[config.mk]
export PLATFORM = sky130hd
export DESIGN_NAME = rotate_result_fifo_flat
export DESIGN_NICKNAME = d
export VERILOG_FILES = /design/src/rtl/rotate_result_fifo_pkg.sv /design/src/rtl/rotate_result_fifo_if.sv /design/src/rtl/rotate_result_fifo_regfile.sv /design/src/rtl/rotate_result_fifo.sv /design/src/flat_wrapper.sv
export SDC_FILE = /design/constraint.sdc
export NUM_CORES = 1
export LEC_CHECK = 0
export ABC_AREA = 1
export BUFFER_PORTS_ARGS = -buffer_cell sky130_fd_sc_hd__buf_2
export CAP_MARGIN = 20
export CORE_UTILIZATION = 60
export DETAILED_ROUTE_END_ITERATION = 10
export HOLD_SLACK_MARGIN = 0.02
export PLACE_DENSITY_LB_ADDON = 0.15
export SLEW_MARGIN = 20
export SYNTH_ARGS = -nofsm -noshare
export SYNTH_HDL_FRONTEND = slang
export SYNTH_SLANG_ARGS = --single-unit
[constraint.sdc]
create_clock -name clk -period 3.25 [get_ports clk]
set_clock_uncertainty 0.05 [all_clocks]
set_input_delay 0 -clock clk [delete_from_list [all_inputs] [get_ports clk]]
set_output_delay 0 -clock clk [all_outputs]
set_load 0.05 [all_outputs]
[src/rtl/rotate_result_fifo_pkg.sv]
// Shared sizing for the rotator result FIFO: default widths and pointer sizing.
package rotate_result_fifo_pkg;

   localparam int DATA_W_DEF = 8;
   localparam int DEPTH_DEF  = 4;
   localparam int PTR_W_DEF  = $clog2(DEPTH_DEF);

   function automatic int ptr_w(input int depth);
      return $clog2(depth);
   endfunction

endpackage

[src/rtl/rotate_result_fifo_if.sv]
// Producer/consumer bundle around the rotator result FIFO.
interface rotate_result_fifo_if
   import rotate_result_fifo_pkg::*;
#(
   parameter int DATA_W = DATA_W_DEF,
   parameter int DEPTH  = DEPTH_DEF
) ();

   logic                      in_valid;
   logic [DATA_W-1:0]         in_data;
   logic                      in_lr;
   logic                      in_ready;
   logic                      out_valid;
   logic                      out_ready;
   logic [DATA_W-1:0]         out_data;
   logic                      out_lr;
   logic [ptr_w(DEPTH):0]     count;
   logic                      overflow;

   modport master (
      output in_valid, in_data, in_lr, out_ready,
      input  in_ready, out_valid, out_data, out_lr, count, overflow
   );

   modport slave (
      input  in_valid, in_data, in_lr, out_ready,
      output in_ready, out_valid, out_data, out_lr, count, overflow
   );

endinterface

[src/rtl/rotate_result_fifo_regfile.sv]
// Entry storage: one synchronous write port, one asynchronous read port, no reset.
module rfifo_regfile
   import rotate_result_fifo_pkg::*;
#(
   parameter int DATA_W = DATA_W_DEF,
   parameter int DEPTH  = DEPTH_DEF,
   localparam int AW    = ptr_w(DEPTH)
) (
   input  logic              clk,
   input  logic              we,
   input  logic [AW-1:0]     waddr,
   input  logic [DATA_W:0]   wdata,
   input  logic [AW-1:0]     raddr,
   output logic [DATA_W:0]   rdata
);

   logic [DATA_W:0] mem [DEPTH];

   always_ff @(posedge clk) begin
      if (we) mem[waddr] <= wdata;
   end

   assign rdata = mem[raddr];

endmodule

[src/rtl/rotate_result_fifo.sv]
// First-word-fall-through FIFO capturing rotator results with their direction tag.
module rotate_result_fifo
   import rotate_result_fifo_pkg::*;
#(
   parameter int DATA_W = DATA_W_DEF,
   parameter int DEPTH  = DEPTH_DEF
) (
   input  logic                  clk,
   input  logic                  reset,
   rotate_result_fifo_if.slave   bus
);

   localparam int AW = ptr_w(DEPTH);
   localparam logic [AW:0] CNT_FULL = (AW+1)'(DEPTH);

   logic [AW-1:0]   wr_ptr, rd_ptr;
   logic [AW:0]     count_q;
   logic            overflow_q;
   logic            push, pop, full, empty;
   logic [DATA_W:0] head;

   assign full  = (count_q == CNT_FULL);
   assign empty = (count_q == '0);

   // Handshake flags come only from registered occupancy, so out_ready never reaches in_ready.
   assign pop  = !empty && bus.out_ready;
   assign push = bus.in_valid && (!full || pop);

   rfifo_regfile #(.DATA_W(DATA_W), .DEPTH(DEPTH)) u_regfile (
      .clk   (clk),
      .we    (push),
      .waddr (wr_ptr),
      .wdata ({bus.in_lr, bus.in_data}),
      .raddr (rd_ptr),
      .rdata (head)
   );

   always_ff @(posedge clk) begin
      if (reset) begin
         wr_ptr     <= '0;
         rd_ptr     <= '0;
         count_q    <= '0;
         overflow_q <= 1'b0;
      end else begin
         if (push) wr_ptr <= wr_ptr + 1'b1;
         if (pop)  rd_ptr <= rd_ptr + 1'b1;
         if (push && !pop)      count_q <= count_q + 1'b1;
         else if (pop && !push) count_q <= count_q - 1'b1;
         if (bus.in_valid && !push) overflow_q <= 1'b1;
      end
   end

   assign bus.in_ready  = !full;
   assign bus.out_valid = !empty;
   // Stale storage is masked so an empty FIFO always presents zeros.
   assign bus.out_data  = empty ? '0   : head[DATA_W-1:0];
   assign bus.out_lr    = empty ? 1'b0 : head[DATA_W];
   assign bus.count     = count_q;
   assign bus.overflow  = overflow_q;

endmodule

[src/flat_wrapper.sv]
// flat-port wrapper written by rule: the top's interface ports become plain ports
module rotate_result_fifo_flat import rotate_result_fifo_pkg::*;
#(
   parameter int DATA_W = DATA_W_DEF,
   parameter int DEPTH  = DEPTH_DEF
)
  (clk, reset, bus_in_valid, bus_in_data, bus_in_lr, bus_out_ready, bus_in_ready, bus_out_valid, bus_out_data, bus_out_lr, bus_count, bus_overflow);
  rotate_result_fifo_if #(.DATA_W(DATA_W), .DEPTH(DEPTH)) bus_i ();
  input  logic clk;
  input  logic reset;
  input wire logic [$bits(bus_i.in_valid)-1:0] bus_in_valid;
  input wire logic [$bits(bus_i.in_data)-1:0] bus_in_data;
  input wire logic [$bits(bus_i.in_lr)-1:0] bus_in_lr;
  input wire logic [$bits(bus_i.out_ready)-1:0] bus_out_ready;
  output wire logic [$bits(bus_i.in_ready)-1:0] bus_in_ready;
  output wire logic [$bits(bus_i.out_valid)-1:0] bus_out_valid;
  output wire logic [$bits(bus_i.out_data)-1:0] bus_out_data;
  output wire logic [$bits(bus_i.out_lr)-1:0] bus_out_lr;
  output wire logic [$bits(bus_i.count)-1:0] bus_count;
  output wire logic [$bits(bus_i.overflow)-1:0] bus_overflow;
  assign bus_i.in_valid = bus_in_valid;
  assign bus_i.in_data = bus_in_data;
  assign bus_i.in_lr = bus_in_lr;
  assign bus_i.out_ready = bus_out_ready;
  assign bus_in_ready = bus_i.in_ready;
  assign bus_out_valid = bus_i.out_valid;
  assign bus_out_data = bus_i.out_data;
  assign bus_out_lr = bus_i.out_lr;
  assign bus_count = bus_i.count;
  assign bus_overflow = bus_i.overflow;
  rotate_result_fifo #(.DATA_W(DATA_W), .DEPTH(DEPTH)) u_core (.clk(clk), .reset(reset), .bus(bus_i));
endmodule
==> reports/summary.txt, run 1 <==
OUTCOME
--------------------------------------------------------------------------------
Result of the run ................................................. finished, final reports clean

DRT
--------------------------------------------------------------------------------
Total iterations of the first detailed-routing run ................            4
Final Routed Wirelength ...........................................      3.68 mm
DRC violation count after routing .................................            0
Routed via count divided by cell count ............................         5.25
Number of DRC markers after the initial detailed-route iteration ..           45
Count of antenna-violating nets left after detailed routing .......            0
Routed len/inst ...................................................      13.7 um
Via count .........................................................        1,411

GRT
--------------------------------------------------------------------------------
Grt ovf ...........................................................            0
Maximum number of pins on one net before global-route repair ......           20
Number of antenna violations at the first check in global routing .            0
Global routing usage summed across all routing layers .............        0.230
Number of global-route vias before repair .........................        1,376
Global-route wire length before repair ............................      5.73 mm

STA
--------------------------------------------------------------------------------
Finish-stage setup viols ..........................................            0
Setup TNS .........................................................         0 ns
Worst Slack Setup Final ...........................................      1.19 ns
Maximum clock frequency ...........................................      484 MHz
Rel. slew slack ...................................................        0.394
Count of final max-slew check failures ............................            0
Setup repair after global routing missed its margin ...............           no
Shortest period the worst path allows .............................      2.06 ns
Slew of the pin with the lowest slew margin .......................     0.905 ns
Share of the cycle needed by the critical path after routing ......        0.635
Total count of hold-check failures in the final report ............            0

YOSYS
--------------------------------------------------------------------------------
Yosys warning count ...............................................            0
Number of nets produced by synthesis ..............................          200
Per-instance average area after synthesis .........................     10.9 um2
Post-Synthesis Cell Area ..........................................     1980 um2
Flip-flop and latch count after synthesis .........................           46
Sequential element share of the synthesized area ..................        0.648
Number of cells produced by synthesis .............................          181
Unique cell type count in the Yosys netlist .......................           20

MIN PATH
--------------------------------------------------------------------------------
Worst Hold Class ..................................................    in -> reg

PLACEMENT
--------------------------------------------------------------------------------
Global placement routability congestion ...........................        0.716
PortBufs ..........................................................           27
HPWL after detailed placement .....................................      2.43 mm
Worst-case setup slack after placement ............................      1.25 ns

CTS
--------------------------------------------------------------------------------
Buffers inserted during post-CTS setup optimization ...............            0
TritonCTS clock tree ..............................................        built
Clock tree sinks ..................................................           46
H-tree levels .....................................................            2
Maximum number of buffers from clock root to sink .................            2
Number of CTS-inserted buffers ....................................            5
Resized Gates After CTS ...........................................            0
Post-CTS Hold Buffers .............................................           13
CTS Root Buffer Type .............................................. sky130_fd_sc_hd__clkbuf_4
Clock Pin Slew Worst Setup and Hold Paths .........................      0.13 ns
Worst skew pair latency ...........................................      0.34 ns

WORST SETUP PATH
--------------------------------------------------------------------------------
Number of cell instances on the worst register-to-register path ...           11
R2r setup slk .....................................................      1.21 ns
Capture point of the worst path ................................... bus_out_data[3]
Worst-path cell chain ............................................. inv_2 -> o21ai_0 -> a21oi_1 -> buf_2
Worst R2R End ..................................................... u_core.bus.count[2]
Crit Path Category ................................................   reg -> out
Worst Setup Start Kind ............................................         flop
Slowest cell on crit path ......................................... sky130_fd_sc_hd__dfxtp_1
Worst path required time ..........................................      3.20 ns
Crit path max fanout ..............................................           19
Largest stage delay on the critical path ..........................      0.78 ns
Data arrival at the endpoint of the critical path .................      2.01 ns
Launch instance of the worst register-to-register path ............ u_core.bus.count[0]
Capturing element type of the critical path .......................   output pin

FINISH
--------------------------------------------------------------------------------
Number of fill cells ..............................................          210
Ant diodes ........................................................            0
Layout net count ..................................................          243
Ratio of cells with drive above 1 in the final layout .............        0.187
Area growth syn-to-layout .........................................        17.3%

DIE
--------------------------------------------------------------------------------
Die outline width .................................................      59.4 um
Standard-cell rows ................................................           20
Die boundary height ...............................................      59.4 um
Number of top-level pins ..........................................           28
Total die area ....................................................     3530 um2
Effective utilization at floorplan ................................        0.642
Area inside the core boundary .....................................     3080 um2

POWER
--------------------------------------------------------------------------------
Leakage power figure ..............................................     0.932 nW
VDD IR-drop max ...................................................       730 uV
Power Density .....................................................   837 nW/um2

RUN
--------------------------------------------------------------------------------
Number of max-capacitance violations reported .....................            0

==> through the flow <==
stage / hold WS (ns) / power [W] / cells / cell area [um2] / util
finish: 0.343 / 0.00194 / 269 / 2320 / 0.753
global placement: 0.165 / 0.00158 / 248 / 2110 / 0.687
detailed placement: 0.173 / 0.00161 / 248 / 2110 / 0.687
floorplan: 0.0191 / 0.00146 / 181 / 1980 / -
CTS: 0.325 / 0.00195 / 269 / 2320 / 0.753
global route: 0.337 / 0.00204 / 269 / 2320 / 0.753
==> flip-flops by register name, indices dropped and copies added, names as in the netlist, named ones only <==
name and count:
u_core.wr_ptr 2, u_core.bus.count 3, u_core.bus.overflow 1, u_core.rd_ptr 2, u_core.u_regfile.mem 36
==> routing by layer <==
metal	wire length [um]	vias up	track usage	share of wire
met5	0	-	0	0
met4	77	0	0.105	0.021
met3	145	12	0.0742	0.039
met2	1880	36	0.403	0.51
met1	1580	673	0.253	0.43
li1	-	690	-	-
==> logic make-up after synthesis <==
family / Yosys count / synth area share
buffers and inverters: 24 / 0.0652
AO/OA/AOI/OAI: 34 / 0.0861
XOR/XNOR: 1 / 0.00443
adder cells (fa/ha/maj): 6 / 0.0418
AND/OR/NAND/NOR: 70 / 0.154
flip-flops: 46 / 0.648
==> cell usage after synthesis <==
master / number / area [um2]
sky130_fd_sc_hd__a21oi_1: 15 / 75.1
sky130_fd_sc_hd__buf_12: 1 / 20.0
sky130_fd_sc_hd__buf_6: 3 / 33.8
sky130_fd_sc_hd__dfxtp_1: 10 / 200
sky130_fd_sc_hd__edfxtp_1: 36 / 1080
sky130_fd_sc_hd__fa_1: 1 / 20.0
sky130_fd_sc_hd__ha_1: 5 / 62.6
sky130_fd_sc_hd__inv_1: 17 / 63.8
sky130_fd_sc_hd__inv_2: 3 / 11.3
sky130_fd_sc_hd__nand2_1: 13 / 48.8
sky130_fd_sc_hd__nand2_4: 2 / 22.5
sky130_fd_sc_hd__nand3_1: 5 / 25.0
sky130_fd_sc_hd__nand3_2: 1 / 10.0
sky130_fd_sc_hd__nand4_1: 1 / 6.26
sky130_fd_sc_hd__nor2_1: 45 / 169
sky130_fd_sc_hd__nor2_2: 2 / 12.5
sky130_fd_sc_hd__nor2_4: 1 / 11.3
sky130_fd_sc_hd__o21ai_0: 9 / 45.0
sky130_fd_sc_hd__o21ai_1: 10 / 50.1
sky130_fd_sc_hd__xor2_1: 1 / 8.76
==> final cells by class <==
type,instances,area [um2],share of cell area
multi-input combinational,111,567,0.244
tap,44,55.1,0.0237
inverter,20,75.1,0.0324
sequential,46,1280,0.553
clock inverter,2,33.8,0.0146
timing repair buffer,40,265,0.114
clock buffer,6,41.3,0.0178
==> critical path: cells and delay by family (launching register included) <==
kind	cells	cell delay, ns
AOI/OAI and AO/OA	2	0.37
buffers and inverters	2	0.50
DFF	1	0.78
==> worst min-delay path by stage <==
| stage | startpoint | to | cells after the start |
|---|---|---|---|
| after global placement | bus_in_data[3] | u_core.u_regfile.mem[3][3] | 1 |
| final | bus_in_data[3] | u_core.u_regfile.mem[2][3] | 2 |
| after global routing | bus_in_data[3] | u_core.u_regfile.mem[2][3] | 2 |
| after detailed placement | bus_in_data[0] | u_core.u_regfile.mem[2][0] | 1 |
| after floorplan | reset | flop | 1 |
| after CTS | bus_in_data[3] | u_core.u_regfile.mem[2][3] | 2 |
==> power breakdown <==
group          leakage (nW)  internal [W]  switching (W)
registers             0.413      0.000706      0.0000756
clock network        0.0399      0.000160       0.000167
logic                 0.479      0.000206       0.000626
total                 0.932       0.00107       0.000868
==> layout by cell type, fill, tap and decap left out, types with 2 or more instances in the layout <==
| cell type | instances |
|---|---|
| sky130_fd_sc_hd__nand3_1 | 5 |
| sky130_fd_sc_hd__nor2_2 | 2 |
| sky130_fd_sc_hd__inv_1 | 17 |
| sky130_fd_sc_hd__nor2_1 | 45 |
| sky130_fd_sc_hd__dlygate4sd3_1 | 13 |
| sky130_fd_sc_hd__o21ai_1 | 10 |
| sky130_fd_sc_hd__inv_2 | 3 |
| sky130_fd_sc_hd__a21oi_1 | 15 |
| sky130_fd_sc_hd__ha_1 | 5 |
| sky130_fd_sc_hd__dfxtp_1 | 10 |
| sky130_fd_sc_hd__clkbuf_4 | 5 |
| sky130_fd_sc_hd__nand2_1 | 13 |
| sky130_fd_sc_hd__buf_2 | 27 |
| sky130_fd_sc_hd__nand2_4 | 2 |
| sky130_fd_sc_hd__edfxtp_1 | 36 |
| sky130_fd_sc_hd__o21ai_0 | 9 |
(Power assumes the default switching activity.)
==> inputs of run 2 (changes only) <==
--- a/config.mk
+++ b/config.mk
@@ -5,10 +5,10 @@
 export SDC_FILE = /design/constraint.sdc
 export NUM_CORES = 1
 export LEC_CHECK = 0
-export ABC_AREA = 1
+export ABC_AREA = 0
 export BUFFER_PORTS_ARGS = -buffer_cell sky130_fd_sc_hd__buf_2
 export CAP_MARGIN = 20
-export CORE_UTILIZATION = 60
+export CORE_UTILIZATION = 55
 export DETAILED_ROUTE_END_ITERATION = 10
 export HOLD_SLACK_MARGIN = 0.02
 export PLACE_DENSITY_LB_ADDON = 0.15
==> constraint.sdc (replaced) <==
create_clock -name clk -period 2.05 [get_ports clk]
set_clock_uncertainty 0.05 [all_clocks]
set_input_delay 0 -clock clk [delete_from_list [all_inputs] [get_ports clk]]
set_output_delay 0 -clock clk [all_outputs]
set_load 0.05 [all_outputs]
==> run 2 against run 1 <==
Synthesized cell count shrank 40%. Power grew 62%. Area after synthesis shrank 5.2%. Routed wire length shrank 15%. Combinational power grew 83%. Die area grew 3.3%. First-iteration DRC count shrank 40%.
==> reports/summary.txt, run 2 <==
POWER
------------------------------------------------------------------------------------
Power Density .........................................................  1360 nW/um2
VDD IR-drop max .......................................................       621 uV
Leakage power figure ..................................................     0.859 nW

FINISH
------------------------------------------------------------------------------------
Ratio of cells with drive above 1 in the final layout .................        0.421
Largest register FFs ..................................................           36
End-of-flow core utilization ..........................................        0.732
Most flops, register .................................................. u_core.u_regfile.mem
Post-route cell area ..................................................     2310 um2
Most common cell after layout, fill and taps aside .................... sky130_fd_sc_hd__edfxtp_1
Layout Cells excl Fill ................................................          203
Layout net count ......................................................          177
Ant diodes ............................................................            0
Commonest cells after routing, fill and taps aside .................... 36 x sky130_fd_sc_hd__edfxtp_1, 27 x sky130_fd_sc_hd__buf_2, 11 x sky130_fd_sc_hd__dlygate4sd3_1, 9 x sky130_fd_sc_hd__mux4_2, 9 x sky130_fd_sc_hd__nor2b_1
Area growth syn-to-layout .............................................        23.1%

YOSYS
------------------------------------------------------------------------------------
Post-Synthesis Cell Area ..............................................     1870 um2
Xor-xnor portion of the synthesized cell area .........................       0.0140
Flip-flop and latch count after synthesis .............................           46
Unique cell type count in the Yosys netlist ...........................           26
Number of nets produced by synthesis ..................................          128
Synth Area in Compound Gates ..........................................       0.0280
Portion of synthesized cell area occupied by the leading cell type ....        0.577
Yosys warning count ...................................................            0
Simple-gate share of the synthesized area .............................       0.0868
Sequential element share of the synthesized area ......................        0.684
Most used standard cells in the synthesized netlist ................... 36 x sky130_fd_sc_hd__edfxtp_1, 10 x sky130_fd_sc_hd__dfxtp_1, 9 x sky130_fd_sc_hd__mux4_2, 9 x sky130_fd_sc_hd__nor2b_1, 6 x sky130_fd_sc_hd__nor2_1
Per-instance average area after synthesis .............................     17.2 um2
Proportion of synthesized flip-flops having asynchronous set or reset .            0
Mux share of post-synthesis cell area .................................        0.127
Area leader, netlist .................................................. sky130_fd_sc_hd__edfxtp_1
Top cells by area, synth .............................................. sky130_fd_sc_hd__edfxtp_1 58%, sky130_fd_sc_hd__mux4_2 11%, sky130_fd_sc_hd__dfxtp_1 11%
Area share of fa/ha/maj cells after synthesis .........................       0.0441
Most used standard cell by instance count after synthesis ............. sky130_fd_sc_hd__edfxtp_1
Number of cells produced by synthesis .................................          109
Commonest register cell after synthesis ............................... sky130_fd_sc_hd__edfxtp_1
Combinational family with the most area after synthesis ............... multiplexers
Post-synth EDFFs ......................................................           36

PLACEMENT
------------------------------------------------------------------------------------
HPWL after detailed placement .........................................      2.00 mm
Global placement routability congestion ...............................        0.787
Placed Area ...........................................................     2120 um2
PortBufs ..............................................................           27
Total instance count after detailed placement .........................          181

RUN
------------------------------------------------------------------------------------
Number of max-capacitance violations reported .........................            0

WORST SETUP PATH
------------------------------------------------------------------------------------
Crit Path Category ....................................................   reg -> reg
Cell depth of the worst setup path ....................................            8
Worst path required time ..............................................      2.28 ns
Launch instance of the worst register-to-register path ................ u_core.bus.count[0]
Number of cell instances on the worst register-to-register path .......            8
Capturing element type of the critical path ...........................         flop
Worst R2R End ......................................................... u_core.bus.count[2]
Beginning of the critical path ........................................ u_core.bus.count[0]
CP bufs+invs ..........................................................            1
Worst Setup Start Kind ................................................         flop
Data arrival at the endpoint of the critical path .....................      2.26 ns
Largest stage delay on the critical path ..............................      0.41 ns
Worst-path cell chain ................................................. or3b_4 -> o21a_4 -> ha_4 -> inv_2 -> fa_2 -> xor2_1 -> or3_4 -> a21oi_2
R2r setup slk .........................................................      0.02 ns
Top Family by Delay on Critical Path .................................. simple AND/OR/NAND/NOR gates
Capture point of the worst path ....................................... u_core.bus.count[2]
Slowest cell on crit path ............................................. sky130_fd_sc_hd__or3b_4
Crit path max fanout ..................................................            3

DIE
------------------------------------------------------------------------------------
Die outline width .....................................................      60.4 um
Effective utilization at floorplan ....................................        0.594
Number of top-level pins ..............................................           28
Standard-cell rows ....................................................           20
Area inside the core boundary .........................................     3150 um2
Total die area ........................................................     3650 um2
Die boundary height ...................................................      60.4 um

GRT
------------------------------------------------------------------------------------
Maximum number of pins on one net before global-route repair ..........           14
Grt ovf ...............................................................            0
Number of global-route vias before repair .............................        1,025
Global-route wire length before repair ................................      4.66 mm
Number of antenna violations at the first check in global routing .....            0
Global routing usage summed across all routing layers .................        0.194

STA
------------------------------------------------------------------------------------
Worst Hold Margin .....................................................    0.0369 ns
Maximum clock frequency ...............................................      492 MHz
Share of the cycle needed by the critical path after routing ..........        0.991
Slew of the pin with the lowest slew margin ...........................     0.439 ns
Count of final max-slew check failures ................................            0
Rel. slew slack .......................................................        0.707
Setup repair after global routing missed its margin ...................          yes
Setup TNS .............................................................         0 ns
Shortest period the worst path allows .................................      2.03 ns
Total count of hold-check failures in the final report ................            0
Finish-stage setup viols ..............................................            0

CTS
------------------------------------------------------------------------------------
Clock tree sinks ......................................................           46
TritonCTS clock tree ..................................................        built
Number of CTS-inserted buffers ........................................            5
Worst skew pair latency ...............................................      0.35 ns
Maximum number of buffers from clock root to sink .....................            2
H-tree levels .........................................................            2
Clock Pin Slew Worst Setup and Hold Paths .............................      0.12 ns
CTS Root Buffer Type .................................................. sky130_fd_sc_hd__clkbuf_4

DRT
------------------------------------------------------------------------------------
Total iterations of the first detailed-routing run ....................            4
Routed len/inst .......................................................      15.5 um
DRC violation count after routing .....................................            0
Count of antenna-violating nets left after detailed routing ...........            0
Routed via count divided by cell count ................................         5.05
Via count .............................................................        1,025
Number of DRC markers after the initial detailed-route iteration ......           27
Final Routed Wirelength ...............................................      3.14 mm

OUTCOME
------------------------------------------------------------------------------------
Result of the run ..................................................... finished, final reports clean

MIN PATH
------------------------------------------------------------------------------------
Hold-critical path depth ..............................................            3
Worst Hold Class ......................................................    in -> reg

==> run 2: cell types whose count changed after synthesis, moves of 3 or more <==
cell                       before  now
sky130_fd_sc_hd__nor2_1        45    6
sky130_fd_sc_hd__a21oi_1       15    2
sky130_fd_sc_hd__inv_1         17    4
sky130_fd_sc_hd__nand2_1       13    1
sky130_fd_sc_hd__o21ai_1       10    0
sky130_fd_sc_hd__mux4_2         0    9
sky130_fd_sc_hd__nor2b_1        0    9
sky130_fd_sc_hd__o21ai_0        9    2
sky130_fd_sc_hd__nand3_1        5    0
sky130_fd_sc_hd__and2_2         0    4
sky130_fd_sc_hd__buf_6          3    0
sky130_fd_sc_hd__clkbuf_1       0    3
sky130_fd_sc_hd__inv_2          3    0
==> run 2: kinds of logic after synthesis <==
group | Yosys count
and+or+nand+nor | 27
muxes | 12
adders and majority gates | 6
AOI/OAI and AO/OA | 7
DFF | 46
xor gates and xnor gates | 3
buffers and inverters | 8
==> run 2: stage by stage <==
stage | worst slack [ns] | total power, W
2_1_floorplan | -0.175 | 0.00237
3_3_place_gp | 0.0791 | 0.00268
3_5_place_dp | 0.0151 | 0.00271
4_1_cts | 0.0191 | 0.00313
5_1_grt | -0.0497 | 0.00331
6_report | 0.0179 | 0.00313
==> run 2: per-layer routing <==
| metal | track usage | share of wire | vias up |
|---|---|---|---|
| li1 | - | - | 503 |
| met1 | 0.217 | 0.43 | 498 |
| met2 | 0.344 | 0.54 | 20 |
| met3 | 0.0640 | 0.031 | 4 |
| met4 | 0.0698 | 0.0067 | 0 |
| met5 | 0 | 0 | - |
==> run 2: worst min-delay path by stage <==
| stage | slack, ns | start | to |
|---|---|---|---|
| final | 0.04 | bus_in_valid | u_core.bus.overflow |
| after global routing | 0.04 | bus_in_valid | u_core.bus.overflow |
| after CTS | 0.04 | bus_in_valid | u_core.bus.overflow |
| after detailed placement | 0.17 | bus_in_data[2] | u_core.u_regfile.mem[2][2] |
| after global placement | 0.16 | bus_in_data[2] | u_core.u_regfile.mem[0][2] |
| after floorplan | 0.05 | bus_in_data[0] | u_core.u_regfile.mem[0][0] |
==> run 2: cell type report <==
class                   count  area [um2]
clock inverters             3        11.3
inverters                   4        15.0
flip-flops and latches     46        1290
repair buffers             46         305
clock buffers               5        37.5
well taps                  44        55.1
fillers                   212         846
multi-input cells          55         589
==> run 2: power breakdown <==
part | internal [W] | total (W) | switching (W)
Clock | 0.000123 | 0.000385 | 0.000262
Combinational | 0.000543 | 0.00152 | 0.000976
Sequential | 0.00114 | 0.00123 | 0.0000884
Total | 0.00181 | 0.00313 | 0.00133
==> run 2: repair_timing <==
action | CTS | global route
hold endpoints to repair | 45 | 0
pin swaps | 1 | 0
buffers inserted | 2 | 1
setup endpoints to repair | 1 | 7
hold buffers | 11 | 0
gates resized for setup | 1 | 2
==> run 2: worst min-delay path, stage by stage <==
cell and delay [ns]:
sky130_fd_sc_hd__buf_2 0.09, sky130_fd_sc_hd__nor3b_1 0.18, sky130_fd_sc_hd__o21ba_2 0.14
==> inputs of run 3 (changes only) <==
--- a/config.mk
+++ b/config.mk
@@ -8,7 +8,7 @@
 export ABC_AREA = 0
 export BUFFER_PORTS_ARGS = -buffer_cell sky130_fd_sc_hd__buf_2
 export CAP_MARGIN = 20
-export CORE_UTILIZATION = 55
+export CORE_UTILIZATION = 45
 export DETAILED_ROUTE_END_ITERATION = 10
 export HOLD_SLACK_MARGIN = 0.02
 export PLACE_DENSITY_LB_ADDON = 0.15
==> run 3 against run 2 <==
Sequential cell count is the same. Register-to-register slack improved by 0.04 ns. First-iteration DRC count grew 110%. Final area increased by 1.2%. Die area rose by 21%. Clock-buffer cell count stayed put. Cell count is 2.5% higher.
==> reports/summary.txt, run 3 (same netlist as run 2, synthesis figures left out) <==
OUTCOME
--------------------------------------------------------------------------------
Result of the run ................................................. finished, final reports clean

STA
--------------------------------------------------------------------------------
Count of final max-slew check failures ............................            0
Finish-stage setup viols ..........................................            0
Maximum clock frequency ...........................................      501 MHz
Total count of hold-check failures in the final report ............            0
Rel. slew slack ...................................................        0.675
Share of the cycle needed by the critical path after routing ......        0.974
Setup repair after global routing missed its margin ...............          yes
Worst Hold Margin .................................................    0.0636 ns
Slew of the pin with the lowest slew margin .......................     0.487 ns
Shortest period the worst path allows .............................      2.00 ns

FINISH
--------------------------------------------------------------------------------
Number of fill cells ..............................................          316
Ant diodes ........................................................            0
Ratio of cells with drive above 1 in the final layout .............        0.424
Largest register FFs ..............................................           36
Area of the multi-input gates .....................................      584 um2
Layout Cells excl Fill ............................................          208
Sequential Area ...................................................     1290 um2
End-of-flow core utilization ......................................        0.584
Area growth syn-to-layout .........................................        24.6%
Most common cell after layout, fill and taps aside ................ sky130_fd_sc_hd__edfxtp_1
Layout net count ..................................................          176
Commonest cells after routing, fill and taps aside ................ 36 x sky130_fd_sc_hd__edfxtp_1, 27 x sky130_fd_sc_hd__buf_2, 10 x sky130_fd_sc_hd__dlygate4sd3_1, 9 x sky130_fd_sc_hd__mux4_2, 9 x sky130_fd_sc_hd__nor2b_1
Most flops, register .............................................. u_core.u_regfile.mem

WORST SETUP PATH
--------------------------------------------------------------------------------
Worst Setup Start Kind ............................................         flop
Worst path required time ..........................................      2.23 ns
Data arrival at the endpoint of the critical path .................      2.17 ns
Worst-path cell chain ............................................. or3b_4 -> o21a_4 -> ha_4 -> inv_2 -> fa_2 -> xor2_1 -> or3_4 -> a21oi_2
Number of cell instances on the worst register-to-register path ...            8
Crit Path Category ................................................   reg -> reg
Largest stage delay on the critical path ..........................      0.39 ns
Crit path max fanout ..............................................            6
Capturing element type of the critical path .......................         flop
Slowest cell on crit path ......................................... sky130_fd_sc_hd__or3b_4

PLACEMENT
--------------------------------------------------------------------------------
PortBufs ..........................................................           27
Global placement routability congestion ...........................        0.721
Total instance count after detailed placement .....................          186
HPWL after detailed placement .....................................      2.01 mm

GRT
--------------------------------------------------------------------------------
Grt ovf ...........................................................            0
Global-route wire length before repair ............................      4.97 mm
Number of antenna violations at the first check in global routing .            0
Global routing usage summed across all routing layers .............        0.165
Maximum number of pins on one net before global-route repair ......           15
Number of global-route vias before repair .........................        1,104

CTS
--------------------------------------------------------------------------------
Worst skew pair latency ...........................................      0.29 ns
Clock tree sinks ..................................................           46
CTS Root Buffer Type .............................................. sky130_fd_sc_hd__clkbuf_8
H-tree levels .....................................................            2
Clock Pin Slew Worst Setup and Hold Paths .........................      0.08 ns
Number of CTS-inserted buffers ....................................            5
TritonCTS clock tree ..............................................        built
Maximum number of buffers from clock root to sink .................            2

DIE
--------------------------------------------------------------------------------
Die boundary height ...............................................      66.5 um
Area inside the core boundary .....................................     4000 um2
Die outline width .................................................      66.5 um
Number of top-level pins ..........................................           28
Effective utilization at floorplan ................................        0.469
Standard-cell rows ................................................           23
Total die area ....................................................     4430 um2

DRT
--------------------------------------------------------------------------------
DRC violation count after routing .................................            0
Routed via count divided by cell count ............................         5.14
Total iterations of the first detailed-routing run ................            4
Number of DRC markers after the initial detailed-route iteration ..           56
Final Routed Wirelength ...........................................      3.01 mm
Count of antenna-violating nets left after detailed routing .......            0
Via count .........................................................        1,070
Routed len/inst ...................................................      14.5 um

RUN
--------------------------------------------------------------------------------
Number of max-capacitance violations reported .....................            0

POWER
--------------------------------------------------------------------------------
Power Density .....................................................  1390 nW/um2
VDD IR-drop max ...................................................       586 uV
Leakage power figure ..............................................     0.868 nW
Total power consumption of the routed design ......................    0.00324 W

MIN PATH
--------------------------------------------------------------------------------
Worst Hold Class ..................................................    in -> reg
Hold-critical path depth ..........................................            3

-- run 3: layout make-up --
type,count,share of cell area
Clock buffer,5,0.0295
Clock inverter,3,0.00697
Inverter,4,0.00643
Multi-Input combinational cell,55,0.250
Sequential cell,46,0.554
Tap cell,50,0.0268
Timing Repair Buffer,45,0.126
-- run 3: stage by stage --
stage | area (um2) | worst slack (ns) | setup TNS, ns
after floorplan | 1900 | -0.175 | -0.312
after global placement | 2120 | 0.0639 | 0
after detailed placement | 2120 | -0.00701 | -0.00701
after CTS | 2320 | 0.00467 | 0
after global routing | 2330 | -0.0236 | -0.0331
final | 2330 | 0.0530 | 0
-- run 3: worst paths after layout --
path / startpoint / endpoint / slack, ns
setup / recovery: u_core.bus.count[2] / u_core.bus.count[2] / 0.05
hold reg to reg: u_core.bus.overflow / u_core.bus.overflow / 0.44
setup reg to reg: u_core.bus.count[2] / u_core.bus.count[2] / 0.05
hold / removal: bus_out_ready / u_core.bus.overflow / 0.06
-- run 3: critical path: cells and delay by family (launching register included) --
kind                       cells  cell delay [ns]
AOI/OAI and AO/OA              2             0.33
xor gates and xnor gates       1             0.07
adders and majority gates      2             0.35
buffers and inverters          1             0.05
DFF                            1             0.38
and+or+nand+nor                2             0.71
-- run 3: routing by layer --
metal  wire length [um]  vias up  GRT usage
met2               1550       34      0.277
met3                142       10     0.0411
li1                   -      498          -
met5                  0        -          0
met4                 78        0      0.109
met1               1240      528      0.185
-- run 3: repair_timing --
action / CTS / global route
hold endpoints to repair: 43 / 0
hold buffers: 10 / 0
setup endpoints to repair: 1 / 2
buffers inserted: 2 / 2
pin swaps: 0 / 2
gates resized for setup: 0 / 1
-- run 3: where the power goes --
group	total [W]	switching (W)	internal, W
Combinational	0.00149	0.000954	0.000538
Clock	0.000516	0.000283	0.000233
Sequential	0.00124	0.0000947	0.00114
